<file path="src/rtl/led_scan_pkg.sv">
`default_nettype none
// ============================================================================
// Module      : led_scan_pkg
// Description : Shared constants for the LED scan monitor: LED bus width,
//               centroid width, FSM state encoding and a centroid helper.
// Revision    : 1.0 - initial release
// ============================================================================
package led_scan_pkg;

  // LED bus and centroid geometry
  localparam int LED_N  = 8;
  localparam int POS2_W = 4;
  localparam int IDX_W  = 3;

  // Tracking FSM encoding
  localparam logic [1:0] ST_UNLOCKED = 2'd0;
  localparam logic [1:0] ST_ACQUIRE  = 2'd1;
  localparam logic [1:0] ST_LOCKED   = 2'd2;

  // Centroid in half-LED units: a single LED i sits at 2i and an adjacent
  // pair (i, i+1) sits halfway between them at 2i+1.
  function automatic logic [POS2_W-1:0] pos2_of(input logic [IDX_W-1:0] idx,
                                                input logic             pair);
    return {idx, pair};
  endfunction

endpackage
`default_nettype wire

</file>
<file path="src/rtl/led_frame_classify.sv">
`default_nettype none
// ============================================================================
// Module      : led_frame_classify
// Description : Purely combinational frame classifier. A frame is legal when
//               it holds exactly one lit LED, or exactly two adjacent lit
//               LEDs. Every other pattern (blank, separated, three or more)
//               is illegal.
// Ports       : frame_in [7:0] in  - LED frame, bit 0 = LED0
//               legal          out - 1 when the frame is a legal bar
//               pos2     [3:0] out - bar centroid in half-LED units (0 when
//                                    the frame is illegal)
// Revision    : 1.0 - initial release
// ============================================================================
module led_frame_classify
  import led_scan_pkg::*;
(
  input  logic [LED_N-1:0]  frame_in,
  output logic              legal,
  output logic [POS2_W-1:0] pos2
);

  localparam logic [LED_N-1:0] c_single = LED_N'(1);
  localparam logic [LED_N-1:0] c_pair   = LED_N'(3);
  localparam logic [IDX_W-1:0] c_top    = IDX_W'(LED_N - 1);

  logic [IDX_W-1:0] low_idx;
  logic             found;
  logic             is_single;
  logic             is_pair;

  always_comb begin
    low_idx = '0;
    found   = 1'b0;
    for (int i = 0; i < LED_N; i++) begin
      if (frame_in[i] && !found) begin
        low_idx = IDX_W'(i);
        found   = 1'b1;
      end
    end

    // Matching the whole frame against a shifted template rejects any stray
    // extra bits. The pair template is excluded at the top index because its
    // upper bit would fall off the bus and alias with a single LED7.
    is_single = (frame_in == (c_single << low_idx));
    is_pair   = (low_idx != c_top) && (frame_in == (c_pair << low_idx));

    legal = is_single || is_pair;
    pos2  = legal ? pos2_of(low_idx, is_pair) : '0;
  end

endmodule
`default_nettype wire

</file>
<file path="src/rtl/led_scan_monitor.sv">
`default_nettype none
// ============================================================================
// Module      : led_scan_monitor
// Description : Receive-side checker for the 8-LED bouncing-bar driver.
//               S1 captures the LED bus on sample_en, S2 classifies the
//               frame, S3 compares it with the last legal centroid and runs
//               the UNLOCKED/ACQUIRE/LOCKED tracking FSM and counters.
//               A frame captured on edge N is reflected on edge N+2.
// Ports       : clk             in  - system clock, posedge
//               rst             in  - asynchronous active-high reset
//               led_in    [7:0] in  - LED bus under observation
//               sample_en       in  - frame strobe
//               locked          out - pattern tracked and consistent
//               pos2      [3:0] out - last good bar centroid (half-LED units)
//               dir             out - 0 = toward LED7, 1 = toward LED0
//               sweep_cnt [W-1] out - reversals while LOCKED (saturating)
//               err_cnt   [W-1] out - errors while LOCKED (saturating)
//               err_stb         out - one-cycle pulse per detected error
// Revision    : 1.0 - initial release
// ============================================================================
module led_scan_monitor
  import led_scan_pkg::*;
#(
  parameter int LOCK_FRAMES = 4,
  parameter int CNT_W       = 16
) (
  input  logic              clk,
  input  logic              rst,
  input  logic [LED_N-1:0]  led_in,
  input  logic              sample_en,
  output logic              locked,
  output logic [POS2_W-1:0] pos2,
  output logic              dir,
  output logic [CNT_W-1:0]  sweep_cnt,
  output logic [CNT_W-1:0]  err_cnt,
  output logic              err_stb
);

  localparam logic [3:0]       c_lock_target = 4'(LOCK_FRAMES);
  localparam logic [CNT_W-1:0] c_cnt_max     = {CNT_W{1'b1}};
  localparam logic [CNT_W-1:0] c_cnt_one     = CNT_W'(1);

  // --------------------------------------------------------------------------
  // Pipeline and tracking state
  // --------------------------------------------------------------------------
  logic [LED_N-1:0]  frame1_q,   frame1_d;
  logic              v1_q,       v1_d;
  logic              v2_q,       v2_d;
  logic              legal2_q,   legal2_d;
  logic [POS2_W-1:0] fpos2_q,    fpos2_d;
  logic [1:0]        state_q,    state_d;
  logic [POS2_W-1:0] ref_pos2_q, ref_pos2_d;
  logic [3:0]        lock_cnt_q, lock_cnt_d;
  logic [POS2_W-1:0] pos2_q,     pos2_d;
  logic              dir_q,      dir_d;
  logic [CNT_W-1:0]  sweep_q,    sweep_d;
  logic [CNT_W-1:0]  err_q,      err_d;
  logic              stb_q,      stb_d;

  logic              cls_legal;
  logic [POS2_W-1:0] cls_pos2;

  // --------------------------------------------------------------------------
  // S1: capture. The valid bit only follows the strobe so a stale frame is
  // never re-evaluated.
  // --------------------------------------------------------------------------
  always_comb begin
    frame1_d = sample_en ? led_in : frame1_q;
    v1_d     = sample_en;
  end

  // --------------------------------------------------------------------------
  // S2: classify
  // --------------------------------------------------------------------------
  led_frame_classify u_classify (
    .frame_in (frame1_q),
    .legal    (cls_legal),
    .pos2     (cls_pos2)
  );

  always_comb begin
    v2_d     = v1_q;
    legal2_d = v1_q ? cls_legal : legal2_q;
    fpos2_d  = v1_q ? cls_pos2  : fpos2_q;
  end

  // --------------------------------------------------------------------------
  // S3: move evaluation against the reference centroid
  // --------------------------------------------------------------------------
  logic [POS2_W:0] delta;
  logic [POS2_W:0] delta_mag;
  logic            delta_neg;
  logic            is_stall;
  logic            is_move;
  logic            is_err;
  logic [CNT_W-1:0] sweep_inc;
  logic [CNT_W-1:0] err_inc;

  always_comb begin
    // One extra bit keeps the subtraction signed without wrap: 0..14 minus
    // 0..14 always fits in -14..+14.
    delta     = {1'b0, fpos2_q} - {1'b0, ref_pos2_q};
    delta_neg = delta[POS2_W];
    delta_mag = delta_neg ? ((POS2_W+1)'(0) - delta) : delta;
    is_stall  = (delta == '0);
    is_move   = (delta_mag == (POS2_W+1)'(1)) || (delta_mag == (POS2_W+1)'(2));
    is_err    = !legal2_q || (!is_stall && !is_move);
    sweep_inc = (sweep_q == c_cnt_max) ? sweep_q : sweep_q + c_cnt_one;
    err_inc   = (err_q   == c_cnt_max) ? err_q   : err_q   + c_cnt_one;
  end

  // --------------------------------------------------------------------------
  // Tracking FSM
  // --------------------------------------------------------------------------
  always_comb begin
    state_d    = state_q;
    ref_pos2_d = ref_pos2_q;
    lock_cnt_d = lock_cnt_q;
    pos2_d     = pos2_q;
    dir_d      = dir_q;
    sweep_d    = sweep_q;
    err_d      = err_q;
    stb_d      = 1'b0;

    if (v2_q) begin
      case (state_q)
        ST_UNLOCKED: begin
          // The first legal frame has nothing to be compared with; it simply
          // seeds the reference.
          if (legal2_q) begin
            ref_pos2_d = fpos2_q;
            pos2_d     = fpos2_q;
            lock_cnt_d = '0;
            state_d    = ST_ACQUIRE;
          end else begin
            stb_d = 1'b1;
          end
        end

        ST_ACQUIRE: begin
          if (is_err) begin
            stb_d      = 1'b1;
            lock_cnt_d = '0;
            if (legal2_q) begin
              ref_pos2_d = fpos2_q;
            end else begin
              state_d = ST_UNLOCKED;
            end
          end else if (is_move) begin
            // Reversals are not counted here, including on the frame that
            // reaches the lock threshold.
            ref_pos2_d = fpos2_q;
            pos2_d     = fpos2_q;
            dir_d      = delta_neg;
            lock_cnt_d = lock_cnt_q + 4'd1;
            if ((lock_cnt_q + 4'd1) == c_lock_target) begin
              state_d = ST_LOCKED;
            end
          end
        end

        ST_LOCKED: begin
          if (is_err) begin
            // pos2/dir keep their last good values for the status readout.
            stb_d   = 1'b1;
            err_d   = err_inc;
            state_d = ST_UNLOCKED;
          end else if (is_move) begin
            ref_pos2_d = fpos2_q;
            pos2_d     = fpos2_q;
            dir_d      = delta_neg;
            if (delta_neg != dir_q) begin
              sweep_d = sweep_inc;
            end
          end
        end

        default: begin
          state_d = ST_UNLOCKED;
        end
      endcase
    end
  end

  // --------------------------------------------------------------------------
  // Registers
  // --------------------------------------------------------------------------
  always_ff @(posedge clk or posedge rst) begin
    if (rst) begin
      frame1_q   <= '0;
      v1_q       <= 1'b0;
      v2_q       <= 1'b0;
      legal2_q   <= 1'b0;
      fpos2_q    <= '0;
      state_q    <= ST_UNLOCKED;
      ref_pos2_q <= '0;
      lock_cnt_q <= '0;
      pos2_q     <= '0;
      dir_q      <= 1'b0;
      sweep_q    <= '0;
      err_q      <= '0;
      stb_q      <= 1'b0;
    end else begin
      frame1_q   <= frame1_d;
      v1_q       <= v1_d;
      v2_q       <= v2_d;
      legal2_q   <= legal2_d;
      fpos2_q    <= fpos2_d;
      state_q    <= state_d;
      ref_pos2_q <= ref_pos2_d;
      lock_cnt_q <= lock_cnt_d;
      pos2_q     <= pos2_d;
      dir_q      <= dir_d;
      sweep_q    <= sweep_d;
      err_q      <= err_d;
      stb_q      <= stb_d;
    end
  end

  assign locked    = (state_q == ST_LOCKED);
  assign pos2      = pos2_q;
  assign dir       = dir_q;
  assign sweep_cnt = sweep_q;
  assign err_cnt   = err_q;
  assign err_stb   = stb_q;

endmodule
`default_nettype wire

</file>
<file path="config.mk">
export PLATFORM = sky130hd
export DESIGN_NAME = led_scan_monitor
export DESIGN_NICKNAME = d
export VERILOG_FILES = /design/src/rtl/led_scan_pkg.sv /design/src/rtl/led_frame_classify.sv /design/src/rtl/led_scan_monitor.sv
export SDC_FILE = /design/constraint.sdc
export NUM_CORES = 1
export LEC_CHECK = 0
export BUFFER_PORTS_ARGS = -buffer_cell sky130_fd_sc_hd__buf_2
export CAP_MARGIN = 30
export CORE_MARGIN = 5
export CORE_UTILIZATION = 25
export CTS_BUF_LIST = sky130_fd_sc_hd__clkbuf_16
export DETAILED_ROUTE_END_ITERATION = 16
export SETUP_SLACK_MARGIN = 0.02
export SLEW_MARGIN = 40
export SYNTH_ARGS = -nofsm -noshare
export SYNTH_HDL_FRONTEND = slang
export SYNTH_SLANG_ARGS = --single-unit
</file>
<file path="constraint.sdc">
create_clock -name clk -period 4.4 [get_ports clk]
set_input_delay 0.44 -clock clk [delete_from_list [all_inputs] [get_ports clk]]
set_output_delay 0.44 -clock clk [all_outputs]
set_load 0.01 [all_outputs]
</file>
=== Yosys cells after proc, flatten, opt, wreduce, memory -nomap -nowiden ===
Cells that the tools add are included.

* Register bits after elaboration: 63
* Output and inout bits: 39
* Word-level logic and storage cells: 117

* Add/sub/neg operators: 5
* Eq/ne operators: 19
* Shift operators: 2
* Mux-type cells: 40
* Bitwise operators: 3
* Reduce and logical (&&, ||, !) cells: 35

{| class="wikitable"
|+ Operators with widths
! operator !! count
|-
| $mux 4 || 11
|-
| $add 16x1->16 const B || 2
|-
| $eq 16x16->1 const B || 2
|-
| $eq 8x8->1 || 2
|-
| $mux 2 || 8
|-
| $pmux 4 s2 || 2
|-
| $mux 3 || 4
|-
| $ne 3x3->1 const B || 4
|-
| $pmux 4 s3 || 1
|-
| $reduce_and 4->1 || 3
|-
| $reduce_and 6->1 || 2
|-
| $mux 1 || 11
|-
| $logic_not 1->1 || 10
|-
| $logic_and 1x1->1 || 9
|-
| $shl 1x3->8 const A || 1
|-
| $shl 2x3->8 const A || 1
|-
| $ne 2x2->1 const B || 3
|-
| $pmux 2 s3 || 1
|-
| $eq 5x1->1 const B || 1
|-
| $eq 5x2->1 const B || 1
|-
| $logic_not 5->1 || 1
|-
| $mux 5 || 1
|-
| $reduce_and 5->1 || 1
|-
| $sub 1x5->5 const A || 1
|-
| 15 further kinds || 21
|}

=== Logic depth before layout (Yosys ltp) ===
Gate-level depths: netlist of the first run.

* Depth in word-level cells: 27
* Depth in mapped cells: 14
* Gate-level depth less buffers: 13

=== Cells and area by module ===
Synthesis of the first run repeated with hierarchy kept, for this count alone.

* Cells, all modules: 367
* Area total of the unflattened synthesis: 3692.3 um^2

{| class="wikitable"
|+ Modules (own cells, without submodules)
! module !! instances !! cells an instance !! area each (um^2) !! seq. area each (um^2)
|-
| led_scan_monitor || 1 || 292 || 3170.5 || 1576.5
|-
| led_frame_classify || 1 || 75 || 521.8 || 0.0
|}

=== Least setup slack after synthesis of the first run ===
No wires, ideal clock.

* Path kind: register to register
* Start: register frame1_q[1]
* End: register fpos2_q[1]
* Library setup time: 84 ps
* Arrival: 2890 ps
* Required time: 4316 ps
* Slack: 1427 ps
* Stages on the path, launching flop included: 13
* Period minus slack after synthesis: 2973 ps
* Path through: dfrtp_1 buf_2 nor4_1 and3_1 a21o_1 inv_1 ha_1 or4_1 o21ai_0 o21ai_0 o41ai_1 a41oi_1 o22ai_1

* Longest elaborated chain between the ends: 25
* Elaborated cells on any way between the ends: 34
* Classes of those cells: 3 x eq/ne; 2 x shift; 14 x mux; 15 x reduce/logical

{| class="wikitable"
|+ RTL lines
! item !! line !! RTL
|-
| start: declaration || led_scan_monitor.sv:46 || <nowiki>logic [LED_N-1:0] frame1_q, frame1_d;</nowiki>
|-
| start signal: assignment || led_scan_monitor.sv:204 || <nowiki>frame1_q <= frame1_d;</nowiki>
|-
| $logic_and 1x1->1 || led_frame_classify.sv:35 || <nowiki>if (frame_in[i] && !found) begin</nowiki>
|-
| $mux 1 || led_frame_classify.sv:35 ||
|-
| $logic_not 1->1 || led_frame_classify.sv:35 ||
|-
| $logic_and 1x1->1 || led_frame_classify.sv:35 ||
|-
| $mux 1 || led_frame_classify.sv:35 ||
|-
| $logic_not 1->1 || led_frame_classify.sv:35 ||
|-
| $logic_and 1x1->1 || led_frame_classify.sv:35 ||
|-
| $mux 1 || led_frame_classify.sv:35 ||
|-
| (+9 left out) || - ||
|-
| $logic_not 1->1 || led_frame_classify.sv:35 ||
|-
| $logic_and 1x1->1 || led_frame_classify.sv:35 ||
|-
| $mux 3 || led_frame_classify.sv:35 ||
|-
| $shl 2x3->8 || led_frame_classify.sv:45 || <nowiki>is_pair = (low_idx != c_top) && (frame_in == (c_pair << low_idx));</nowiki>
|-
| $eq 8x8->1 || led_frame_classify.sv:45 ||
|-
| $logic_and 1x1->1 || led_frame_classify.sv:45 ||
|-
| $logic_or 1x1->1 || led_frame_classify.sv:47 || <nowiki>legal = is_single || is_pair;</nowiki>
|-
| $mux 4 * || led_frame_classify.sv:48 || <nowiki>pos2 = legal ? pos2_of(low_idx, is_pair) : '0;</nowiki>
|-
| end signal: assignment || led_scan_monitor.sv:208 || <nowiki>fpos2_q <= fpos2_d;</nowiki>
|-
| end: declaration || led_scan_monitor.sv:50 || <nowiki>logic [POS2_W-1:0] fpos2_q, fpos2_d;</nowiki>
|}

Every way passes the cells marked *; elsewhere a longest branch is shown, timed or not.
A chain may end at the register's enable or synchronous reset.

=== Worst setup path after layout of the first run ===
* Start: register fpos2_q[0]
* End: register err_q[1] (netlist: err_cnt[1])

* Longest elaborated chain between the ends: 9
* Elaborated cells on any way between the ends: 12
* Classes of those cells: 2 x add/sub; 2 x eq/ne; 1 x mux; 7 x reduce/logical

{| class="wikitable"
|+ RTL lines
! item !! line !! RTL
|-
| $sub 4x4->5 * || led_scan_monitor.sv:102 || <nowiki>delta = {1'b0, fpos2_q} - {1'b0, ref_pos2_q};</nowiki>
|-
| $sub 1x5->5 || led_scan_monitor.sv:104 || <nowiki>delta_mag = delta_neg ? ((POS2_W+1)'(0) - delta) : delta;</nowiki>
|-
| $mux 5 || led_scan_monitor.sv:104 ||
|-
| $eq 5x1->1 or $eq 5x2->1 (tied branches) || led_scan_monitor.sv:106 || <nowiki>is_move = (delta_mag == (POS2_W+1)'(1)) || (delta_mag == (POS2_W+1)'(2));</nowiki>
|-
| $logic_or 1x1->1 || led_scan_monitor.sv:106 ||
|-
| $logic_not 1->1 || led_scan_monitor.sv:107 || <nowiki>is_err = !legal2_q || (!is_stall && !is_move);</nowiki>
|-
| $logic_and 1x1->1 * || led_scan_monitor.sv:107 ||
|-
| $logic_or 1x1->1 * || led_scan_monitor.sv:107 ||
|-
| $reduce_and 4->1 (no source line) * || - ||
|-
| end signal: assignment || led_scan_monitor.sv:215 || <nowiki>err_q <= err_d;</nowiki>
|-
| end: declaration || led_scan_monitor.sv:57 || <nowiki>logic [CNT_W-1:0] err_q, err_d;</nowiki>
|}

Marked as above.

==> results.md, run 1 <==
- Status: complete, no violations
- Terminus of the critical flop-to-flop path: err_cnt[1]
- Met3 track utilization from global routing: a little under 3%
- Crit share post-route: 75.1%
- Clock insertion delay at the later pin of the skew report: 0.32 ns
- Post-synth EDFFs: 0
- Synthesized netlist net count: 402
- Post-synthesis cell type count: 68
- R2r startpoint: fpos2_q[0]
- Total die area: between 15,000 and 20,000 um^2
- Final non-filler cell total: 613
- Worst setup slack after placement: 1.13 ns
- Number of instances resized during post-cts repair: 0
- Number of ports placed on the die boundary: 50
- Final GP Congestion: between 0.8 and 0.9
- R2R setup slack: 1.09 ns
- Leakage power summed over all cells: 2.12 nW
- Drc violations: 0
- Number of flip-flops and latches in the synthesized netlist: 63
- Class of the most critical setup path: reg2reg
- Most common cell in the synthesized netlist: dfrtp_1
- Path class of the lowest-slack min-delay path: in2async
- Clock edge transition at the registers on the reported setup and hold paths: 0.05 ns
- Pins Over Slew Limit: 0
- Final hold viol count: 0
- Final critical delay including setup and external delays: 3.31 ns
- Average instance area after synthesis: 9.95 um^2
- Number of buffers added by the clock tree synthesis step: 9
- Final design area excluding fillers: 4420 um^2
- Highest clock frequency the design can meet: 303 MHz
- Die Y-Extent: 132 um
- Dominant synthesized flop cell: dfrtp_1
- Effective utilization at floorplan: 25.5%
- Most used standard cells in the synthesized netlist: 63 x dfrtp_1, 30 x xor2_1, 26 x inv_1
- Post-synth ARST share: 100%
- Final routed wire length divided by cell count: 14.1 um
- H-tree lvl count: 3
- Total congestion overflow: 0
- Setup skew after layout: 0.00719 ns
- Initial DRC count: about 220
- Peak VDD IR: about 170 uV
- Final setup fails: 0
- Initial antenna violation count: 0
- Share of the synthesized area in the top cell type: 42.4%
- Global routing met1 resource utilization: 13.2%
- HPWL after detailed placement: 6420 um
- Sink Count: 63
- Synth area leader: dfrtp_1
- Post-layout total power: 1.51 mW
- Critical Path Max Stage Delay: 0.65 ns
- Vias: 2,978
- Final-layout worst hold slack: approximately 0.15 ns
- Total Routed Length: 8670 um
- Share of the yosys chip area belonging to registers: 42.4%
- ANT cells: 0
- CP Max Fanout: 16
- Placed cell areas: 4170 um^2
- Maximum number of pins on one net before global-route repair: 41
- Type of destination of the critical path: flop
- Unrepaired setup endpoints after global routing: false
- Vias in the first global route: 3,059
- Max Cap Viol: 0
- Iteration count of the initial detailed-routing pass: 4
- Leading cell types by total area after synthesis: dfrtp_1 42%, xor2_1 7.1%, ha_1 5.4%, mux2_2 4.2%, inv_1 2.6%
- ANT nets after route: 0
- Post-synthesis cell count: 374
- Area added between synthesis and finish: 18.9%
- NumNets Final: 453
- Summed instance area of the synthesized netlist: 3720 um^2
- Hold bufs inserted after CTS: 0
- Worst Max-Slew Pin Slew: 0.734 ns
- Largest buffer count on any clock path: 2
- Worst EP required: around 4.6 ns
- Count of yosys warnings during synthesis: 0
- Post-CTS repair timing setup buffer count: 0
- Proportion of layout cells with a drive suffix above 1: a little over a fifth
- Setup TNS after final layout: 0 ns
- Met2 layer usage reported by global route: 16.5%
- Final cell utilization of the core: 30.3%
- Slowest cell on the critical path: a21oi_2
- Root Driver: clkbuf_16
- Worst path setup slack after routing: between 1 and 1.5 ns
- Kind of start point of the critical path: flop
- Number of buffers added on ports: 49
- Placed cells: 598
- Power Density: approximately 340 nW/um^2
- GRT Resource Usage Total: 10.2%
- Relative slew slack: roughly half
- Cells on worst reg2reg path: 9
- TritonCTS clock tree: done
- Die Wd: 132 um
- Grt peak-use layer: met2
- Placement row count: 44
- Worst Path Arrival: approximately 3.5 ns
- First-pass GRT wire length: 15,200 um
- Avg Vias per Cell: 4.86
- Std-Cell Core Area: approximately 15,000 um^2
- Cells along the critical path: inv_1 > ha_1 > fa_1 > xor2_1 > a2111oi_1 > nand4_1 > a21oi_2 > nor3b_1 > mux2_2
-- final cells by class --
type	instances	area, um^2
Timing Repair Buffer	51	260
Tap cell	184	230
Fill cell	1489	10200
Clock buffer	9	225
Multi-Input combinational cell	274	2000
Clock inverter	6	30.0
Inverter	26	100
Sequential cell	63	1580
-- layout by cell type (no fill, tap or decap), drive strengths merged, types with 4 or more instances in the layout --
| cell type | n |
|---|---|
| nor3 | 15 |
| o22ai | 5 |
| nor2 | 18 |
| nor2b | 6 |
| buf | 51 |
| xor2 | 30 |
| ha | 16 |
| inv | 27 |
| dfrtp | 63 |
| xnor2 | 6 |
| clkinv | 4 |
| a22o | 5 |
| nor4 | 16 |
| nand3 | 13 |
| o21ai | 20 |
| a21o | 4 |
| nand2b | 8 |
| nand2 | 23 |
| and3 | 5 |
| nand4 | 9 |
| mux2 | 14 |
| a21oi | 6 |
| clkbuf | 9 |
-- logic make-up (layout without fill, tap and decap cells) --
logic type	Yosys count	count (layout)	share of synthesized area [%]
AOI/OAI and AO/OA	72	72	14.7
xor gates and xnor gates	36	36	8.47
adders and majority gates	17	17	5.92
buffers and inverters	37	92	3.87
DFF	63	63	42.4
muxes	15	15	4.51
and+or+nand+nor	134	134	20.2
-- worst max-delay path by stage --
stage	startpoint	end	slack, ns	cells after the start
floorplan	frame1_q[1]	fpos2_q[1]	1.43	12
global placement	fpos2_q[0]	err_cnt[1]	1.26	9
detailed placement	fpos2_q[0]	err_cnt[1]	1.13	9
CTS	fpos2_q[0]	err_cnt[1]	1.13	9
global route	fpos2_q[0]	err_cnt[1]	0.81	9
finish	fpos2_q[0]	err_cnt[1]	1.09	9
-- critical path: cells and delay by family, from the launching register on --
kind,cells,cell delay [ns]
flip-flops,1,0.37
adder cells (fa/ha/maj),2,0.62
multiplexers,1,0.31
buffers and inverters,1,0.07
AO/OA/AOI/OAI,2,1.17
AND/OR/NAND/NOR,2,0.47
XOR/XNOR,1,0.19
-- flip-flops by register name, indices dropped and copies added, names as in the netlist, 2 cells and up --
| signal | count |
|---|---|
| fpos2_q | 4 |
| sweep_cnt | 16 |
| frame1_q | 8 |
| pos2 | 4 |
| state_q | 2 |
| err_cnt | 16 |
| ref_pos2_q | 4 |
| lock_cnt_q | 4 |
-- power breakdown --
part           internal [mW]  switching [mW]
Combinational          0.105           0.149
Sequential             0.604          0.0359
Clock                  0.370           0.244
Total                   1.08           0.429
-- per-layer routing --
layer | wire length, um | up-vias
li1 | - | 1466
met1 | 4060 | 1465
met4 | 93 | 0
met3 | 339 | 9
met2 | 4180 | 38
met5 | 0 | -
Note: power is estimated with default switching activity, not from simulation.
==> inputs of run 2 (changes only) <==
clock period = 3.3 ns   (was 4.4 ns; I/O delays follow)
==> run 2 against run 1 <==
Design area rose by 1.7%. First-iteration DRC count is 0.47% higher. Non-clock buffer count rose by 1. Clock power increased by 62%. Core utilization is 0.51 points higher. Largest cell class unchanged.
==> results.md, run 2 (same netlist as run 1, synthesis figures left out) <==
- Filler Cell Count: ~1,500
- Proportion of layout cells with a drive suffix above 1: 22.4%
- Number of ports placed on the die boundary: 50
- Gate power share: between 10% and 20%
- Worst Max-Slew Pin Slew: 0.629 ns
- ANT cells: 0
- Worst Path Arrival: 3.30 ns
- Initial antenna violation count: 0
- Number of buffers added on ports: 49
- Iteration count of the initial detailed-routing pass: 4
- Status: complete, no violations
- Leakage power summed over all cells: about 2.1 nW
- Leading cell types in the layout, fill and taps excluded: 63 x dfrtp_1, 49 x buf_2, 30 x xor2_1
- Kind of start point of the critical path: flop
- Final cell utilization of the core: 30.8%
- Highest clock frequency the design can meet: 324 MHz
- Placement row count: 44
- Final routed wire length divided by cell count: 14.5 um
- Vias in the first global route: 2,954
- HPWL after detailed placement: 6610 um
- Sink Count: 63
- H-tree lvl count: 3
- Post-CTS repair timing setup buffer count: 0
- Peak VDD IR: between 200 and 250 uV
- Most common cell after layout, fill and taps aside: dfrtp_1
- First-pass GRT wire length: 15,000 um
- Slowest cell on the critical path: a2111oi_1
- Setup skew after layout: 0.0115 ns
- Clock insertion delay at the later pin of the skew report: 0.33 ns
- Type of destination of the critical path: flop
- ANT nets after route: 0
- Metal3 WL: 305 um
- Critical Path Max Stage Delay: 0.48 ns
- Relative slew slack: 57.7%
- NumNets Final: 454
- Root Driver: clkbuf_16
- Std-Cell Core Area: 14,600 um^2
- Routed length on met2: approximately 4300 um
- CP Max Fanout: 4
- Total congestion overflow: 0
- Vias: 3,028
- Final design area excluding fillers: 4500 um^2
- Largest buffer count on any clock path: 2
- Path class of the lowest-slack min-delay path: in2async
- Proportion of power drawn by flip-flops and latches: 39.1%
- Number of buffer and inverter instances along the worst setup path: 1
- Crit share post-route: just over 90%
- Die Wd: 132 um
- Worst EP required: 3.51 ns
- Placed cell areas: between 4000 and 5000 um^2
- Pins Over Slew Limit: 0
- Effective utilization at floorplan: about a quarter
- Sw frac: 27.1%
- Final critical delay including setup and external delays: 3.09 ns
- Final hold viol count: 0
- Number of instances resized during post-cts repair: 0
- GRT Resource Usage Total: 10.3%
- Area added between synthesis and finish: 20.9%
- Maximum number of pins on one net before global-route repair: between 40 and 50
- Post-layout total power: about 2.2 mW
- TritonCTS clock tree: done
- Power Density: 486 nW/um^2
- Hold bufs inserted after CTS: 0
- Class of the most critical setup path: reg2reg
- Setup TNS after final layout: 0 ns
- Uppermost signal routing layer after detailed routing: met4
- Total routed wire length on the met1 layer: approximately 4200 um
- Avg Vias per Cell: a little under 5
- Total die area: 17,400 um^2
- Total Routed Length: 8910 um
- Initial DRC count: 216
- Final setup fails: 0
- Total net switching power: 0.593 mW
- Gate family responsible for the most delay along the worst path: compound AO/OA/AOI/OAI gates
- Die Y-Extent: between 100 and 150 um
- Unrepaired setup endpoints after global routing: false
- Cell Int Power: 1.59 mW
- Fraction of power consumed by the clock network: 45.3%
- Clock edge transition at the registers on the reported setup and hold paths: approximately 0.06 ns
- Number of buffers added by the clock tree synthesis step: 9
- Drc violations: 0
- Max Cap Viol: 0
- Cells along the critical path: inv_1 > ha_1 > fa_1 > xor2_1 > a2111oi_1 > and4_2 > o31ai_1 > a21oi_1 > mux2_2
- Final GP Congestion: 0.882
[run 2: cell count changes in the layout (fill, tap and decap cells not counted)]
cell and delta:
nor4_4 +1, buf_4 +1, a41oi_2 +1, bufinv_16 +2
clkinv_1 +1, clkinv_2 -3, nor4_1 -1, a41oi_1 -1
inv_1 -1
[run 2: worst reg2reg max path: cells and delay by family, from the launching register on]
kind	cells	cell delay [ns]
buf+inv	1	0.06
flops	1	0.36
xor+xnor	1	0.19
compound gates	3	0.98
mux	1	0.40
fa+ha+maj	2	0.62
simple gates	1	0.36
[run 2: per-stage QoR]
| step | hold slack [ns] | cells | worst slack, ns |
|---|---|---|---|
| 2_1_floorplan | 0.361 | 374 | 0.327 |
| 3_3_place_gp | 0.472 | 599 | 0.250 |
| 3_5_place_dp | 0.446 | 599 | 0.220 |
| 4_1_cts | 0.0825 | 613 | 0.206 |
| 5_1_grt | 0.124 | 613 | 0.0508 |
| 6_report | 0.0652 | 613 | 0.214 |
[run 2: power groups by stage]
stage | sequential, mW | clock (mW) | combinational (mW)
after floorplan | 0.846 | 0 | 0.264
after global placement | 0.863 | 0 | 0.333
after detailed placement | 0.865 | 0 | 0.338
after CTS | 0.852 | 1.01 | 0.340
after global routing | 0.860 | 1.05 | 0.386
final | 0.855 | 0.990 | 0.342
[run 2: path summary, 6_finish.rpt]
kind | slack (ns) | to | from | cells past startpoint
max | 0.21 | pos2[1] | fpos2_q[0] | 9
min | 0.07 | err_cnt[1] | rst | 2
max reg2reg | 0.21 | pos2[1] | fpos2_q[0] | 9
min reg2reg | 0.48 | sweep_cnt[14] | sweep_cnt[14] | 1
max in group asynchronous | 2.54 | sweep_cnt[10] | rst | 3
min in group clk | 0.21 | frame1_q[6] | led_in[6] | 3
[run 2: layout make-up]
| type | instances | area, um^2 | area share [%] |
|---|---|---|---|
| inverters | 26 | 100 | 2.23 |
| multi-input cells | 274 | 2020 | 45.0 |
| repair buffers | 52 | 268 | 5.95 |
| flip-flops and latches | 63 | 1580 | 35.0 |
| well taps | 184 | 230 | 5.12 |
| clock buffers | 9 | 225 | 5.01 |
| clock inverters | 5 | 75.1 | 1.67 |
[run 2: routing by layer]
layer	track usage, %	vias up
met5	0	-
met2	16.8	54
met1	13.3	1495
met3	2.82	11
met4	3.26	0
li1	-	1468
==> inputs of run 3 (changes only) <==
RECOVER_POWER = 25   (was default)
SYNTH_HIERARCHICAL = 1   (was default)
==> run 3 against run 2 <==
The flow now finishes with violations (capacitance limit, slew limit). Wire length shrank 7.1%. Flip-flop and latch count unchanged. Count of clock-buffer cells in the layout unchanged. Final cell count down 0.98%. Largest cell class unchanged. Hold slack improved by 0.16 ns. Combinational power decreased by 23%. Synthesized cell count down 1.9%. Non-clock buffer count up 3. Highest routed layer unchanged.
==> results.md, run 3 <==
- Status: finished, violations left
- Violated checks: capacitance limit, slew limit
- Total congestion overflow: 0
- Worst Path Arrival: 3.32 ns
- Area added between synthesis and finish: 20.9%
- First-pass GRT wire length: between 10,000 and 15,000 um
- Number of flip-flops and latches in the synthesized netlist: 63
- Gate family responsible for the most delay along the worst path: simple AND/OR/NAND/NOR gates
- Share of the yosys chip area belonging to registers: 42.7%
- Final setup fails: 0
- Number of ports placed on the die boundary: 50
- Most common cell in the synthesized netlist: dfrtp_1
- Adder-cell area share of the yosys netlist: roughly 6.3%
- CP Max Fanout: 6
- Clock insertion delay at the later pin of the skew report: 0.33 ns
- ANT cells: 0
- Worst EP required: roughly 3.6 ns
- Initial DRC count: around 150
- Setup skew after layout: around 0.0086 ns
- Final routed wire length divided by cell count: 13.6 um
- Final non-filler cell total: 607
- Post-synth EDFFs: 0
- Drc violations: 0
- Worst setup slack after placement: 0.300 ns
- H-tree lvl count: 3
- Initial antenna violation count: 0
- Post-synthesis cell type count: 68
- Startpoint of the worst hold path: led_in[4]
- Final cell utilization of the core: between 30% and 40%
- Average instance area after synthesis: 10.1 um^2
- Final hold viol count: 0
- Synth area leader: dfrtp_1
- Setup TNS after final layout: 0 ns
- Peak VDD IR: 245 uV
- Compound-Gate Fraction of Synth Area: 12.1%
- Clock edge transition at the registers on the reported setup and hold paths: 0.06 ns
- Total die area: 17,300 um^2
- Final GP Congestion: 0.852
- Total Routed Length: 8280 um
- Post-synthesis cell count: approximately 370
- Root Driver: clkbuf_16
- Launch point of the worst path: frame1_q[1]
- Placed cells: 591
- Cells along the critical path: or4_4 > or3_4 > nor2_1 > a21oi_1 > inv_1 > ha_2 > nor4bb_2 > a31oi_1 > o2bb2ai_1 > nand4_1 > a21oi_1 > mux2_2
- Crit share post-route: 92.4%
- Worst path setup slack after routing: 0.252 ns
- Filler Cell Count: about 1,500
- NumNets Final: 447
- Max Cap Viol: 1
- Std-Cell Core Area: approximately 15,000 um^2
- Sink Count: 63
- GRT Resource Usage Total: 9.64%
- Final-layout worst hold slack: 0.226 ns
- Die Y-Extent: 132 um
- TritonCTS clock tree: done
- Relative slew slack: -17.1%
- Number of buffer and inverter instances along the worst setup path: 1
- HPWL after detailed placement: between 6000 and 7000 um
- Seq. cell area: about 1600 um^2
- Slowest cell on the critical path: or4_4
- Unrepaired setup endpoints after global routing: false
- Critical Path Max Stage Delay: 0.56 ns
- Largest buffer count on any clock path: 2
- Pins Over Slew Limit: 40
- Multiplexer area fraction after synthesis: ~4.5%
- Summed instance area of the synthesized netlist: around 3700 um^2
- Path class of the lowest-slack min-delay path: in2reg
- Kind of start point of the critical path: flop
- Most common cell after layout, fill and taps aside: dfrtp_1
- Die Wd: 132 um
- Post-synth ARST share: 100%
- Effective utilization at floorplan: 25.4%
- Vias: approximately 2,900
- ANT nets after route: 0
- Most used standard cells in the synthesized netlist: 63 x dfrtp_1, 33 x nand2_1, 30 x xnor2_1
- Hold bufs inserted after CTS: 0
- Area used by multi-input combinational logic: 1970 um^2
- Power Density: around 470 nW/um^2
- Critical path's most frequent cell: a21oi_1
- R2r startpoint: frame1_q[1]
- Maximum number of pins on one net before global-route repair: 40
- Synthesized netlist net count: 396
- Leakage power summed over all cells: approximately 2.1 nW
- Dominant synthesized flop cell: dfrtp_1
- Placement row count: 44
- Worst Max-Slew Pin Slew: between 1.5 and 2 ns
- Class of the most critical setup path: reg2reg
- Basic-gate share of the synthesized area counting and, or, nand and nor cells: 21.6%
- Number of buffers added on ports: 49
- Count of yosys warnings during synthesis: 6
- Proportion of layout cells with a drive suffix above 1: a little under a quarter
- Number of buffers added by the clock tree synthesis step: 9
- Main combinational cell family by area after synthesis: simple AND/OR/NAND/NOR gates
- Post-CTS repair timing setup buffer count: 0
- Final critical delay including setup and external delays: 3.05 ns
- Type of destination of the critical path: flop
- Iteration count of the initial detailed-routing pass: 4
- Leading cell types by total area after synthesis: dfrtp_1 43%, xnor2_1 7.1%, ha_1 5.8%, mux2_2 4.3%, nand2_1 3.4%
- Vias in the first global route: 2,938
- Share of the synthesized area in the top cell type: 42.7%
- Avg Vias per Cell: about 4.9
- Leading cell types in the layout, fill and taps excluded: 63 x dfrtp_1, 48 x buf_2, 33 x nand2_1
- Xor-xnor portion of the synthesized cell area: 8.54%
- Highest clock frequency the design can meet: 328 MHz
-- run 3: cell types whose count changed after synthesis, moves of 4 or more --
cell,delta
inv_1,-7
xnor2_1,+24
and3_1,+9
nor4_1,-14
xor2_1,-24
nor3_1,-10
nand4_1,+4
nand3_2,+4
nand2_1,+10
a21oi_1,+9
-- run 3: worst reg2reg max path, stage by stage (launching register included) --
cell	delay (ns)
dfrtp_1	0.39
or4_4	0.56
or3_4	0.36
nor2_1	0.11
a21oi_1	0.11
inv_1	0.12
ha_2	0.22
nor4bb_2	0.28
a31oi_1	0.07
o2bb2ai_1	0.20
nand4_1	0.22
a21oi_1	0.20
mux2_2	0.16
-- run 3: logic make-up (layout without fill, tap and decap cells) --
| family | count (synthesis) | in the layout |
|---|---|---|
| flip-flops | 63 | 63 |
| XOR/XNOR | 36 | 36 |
| buffers and inverters | 34 | 90 |
| adder cells (fa/ha/maj) | 18 | 18 |
| AND/OR/NAND/NOR | 135 | 135 |
| multiplexers | 15 | 15 |
| AO/OA/AOI/OAI | 66 | 66 |
-- run 3: final timing paths --
| kind | end | slack (ns) | cells past startpoint |
|---|---|---|---|
| max reg2reg | fpos2_q[3] | 0.25 | 12 |
| min reg2reg | err_cnt[7] | 0.49 | 1 |
| max | fpos2_q[3] | 0.25 | 12 |
| min | frame1_q[4] | 0.23 | 2 |
| max in group asynchronous | pos2[2] | 1.85 | 3 |
| min in group asynchronous | sweep_cnt[8] | 0.43 | 2 |
-- run 3: layout make-up --
| cell class | instances | area share, % |
|---|---|---|
| multi-input cells | 270 | 44.2 |
| flip-flops and latches | 63 | 35.3 |
| repair buffers | 55 | 6.47 |
| well taps | 184 | 5.16 |
| clock buffers | 9 | 5.04 |
| clock inverters | 7 | 2.19 |
| inverters | 19 | 1.63 |
-- run 3: what timing repair did --
action                     in CTS  in global routing
gates resized for setup         0                  3
setup endpoints to repair       0                  2
hold endpoints to repair        0                  0
-- run 3: metal layers --
metal | up-vias | wire, um | global-route usage, %
li1 | 1416 | - | -
met1 | 1455 | 3860 | 11.7
met2 | 61 | 3900 | 15.9
met3 | 12 | 404 | 3.44
met4 | 0 | 120 | 3.20
met5 | - | 0 | 0
-- run 3: per-stage QoR --
stage / total power [mW] / area [um^2]
floorplan: 1.03 / 3690
global placement: 1.09 / 4130
detailed placement: 1.10 / 4130
CTS: 2.15 / 4450
global route: 2.21 / 4460
finish: 2.11 / 4460
-- run 3: power by group --
group / switching (mW) / total (mW) / internal [mW]
sequential: 0.0301 / 0.825 / 0.794
clock: 0.364 / 1.03 / 0.662
combinational: 0.155 / 0.264 / 0.109
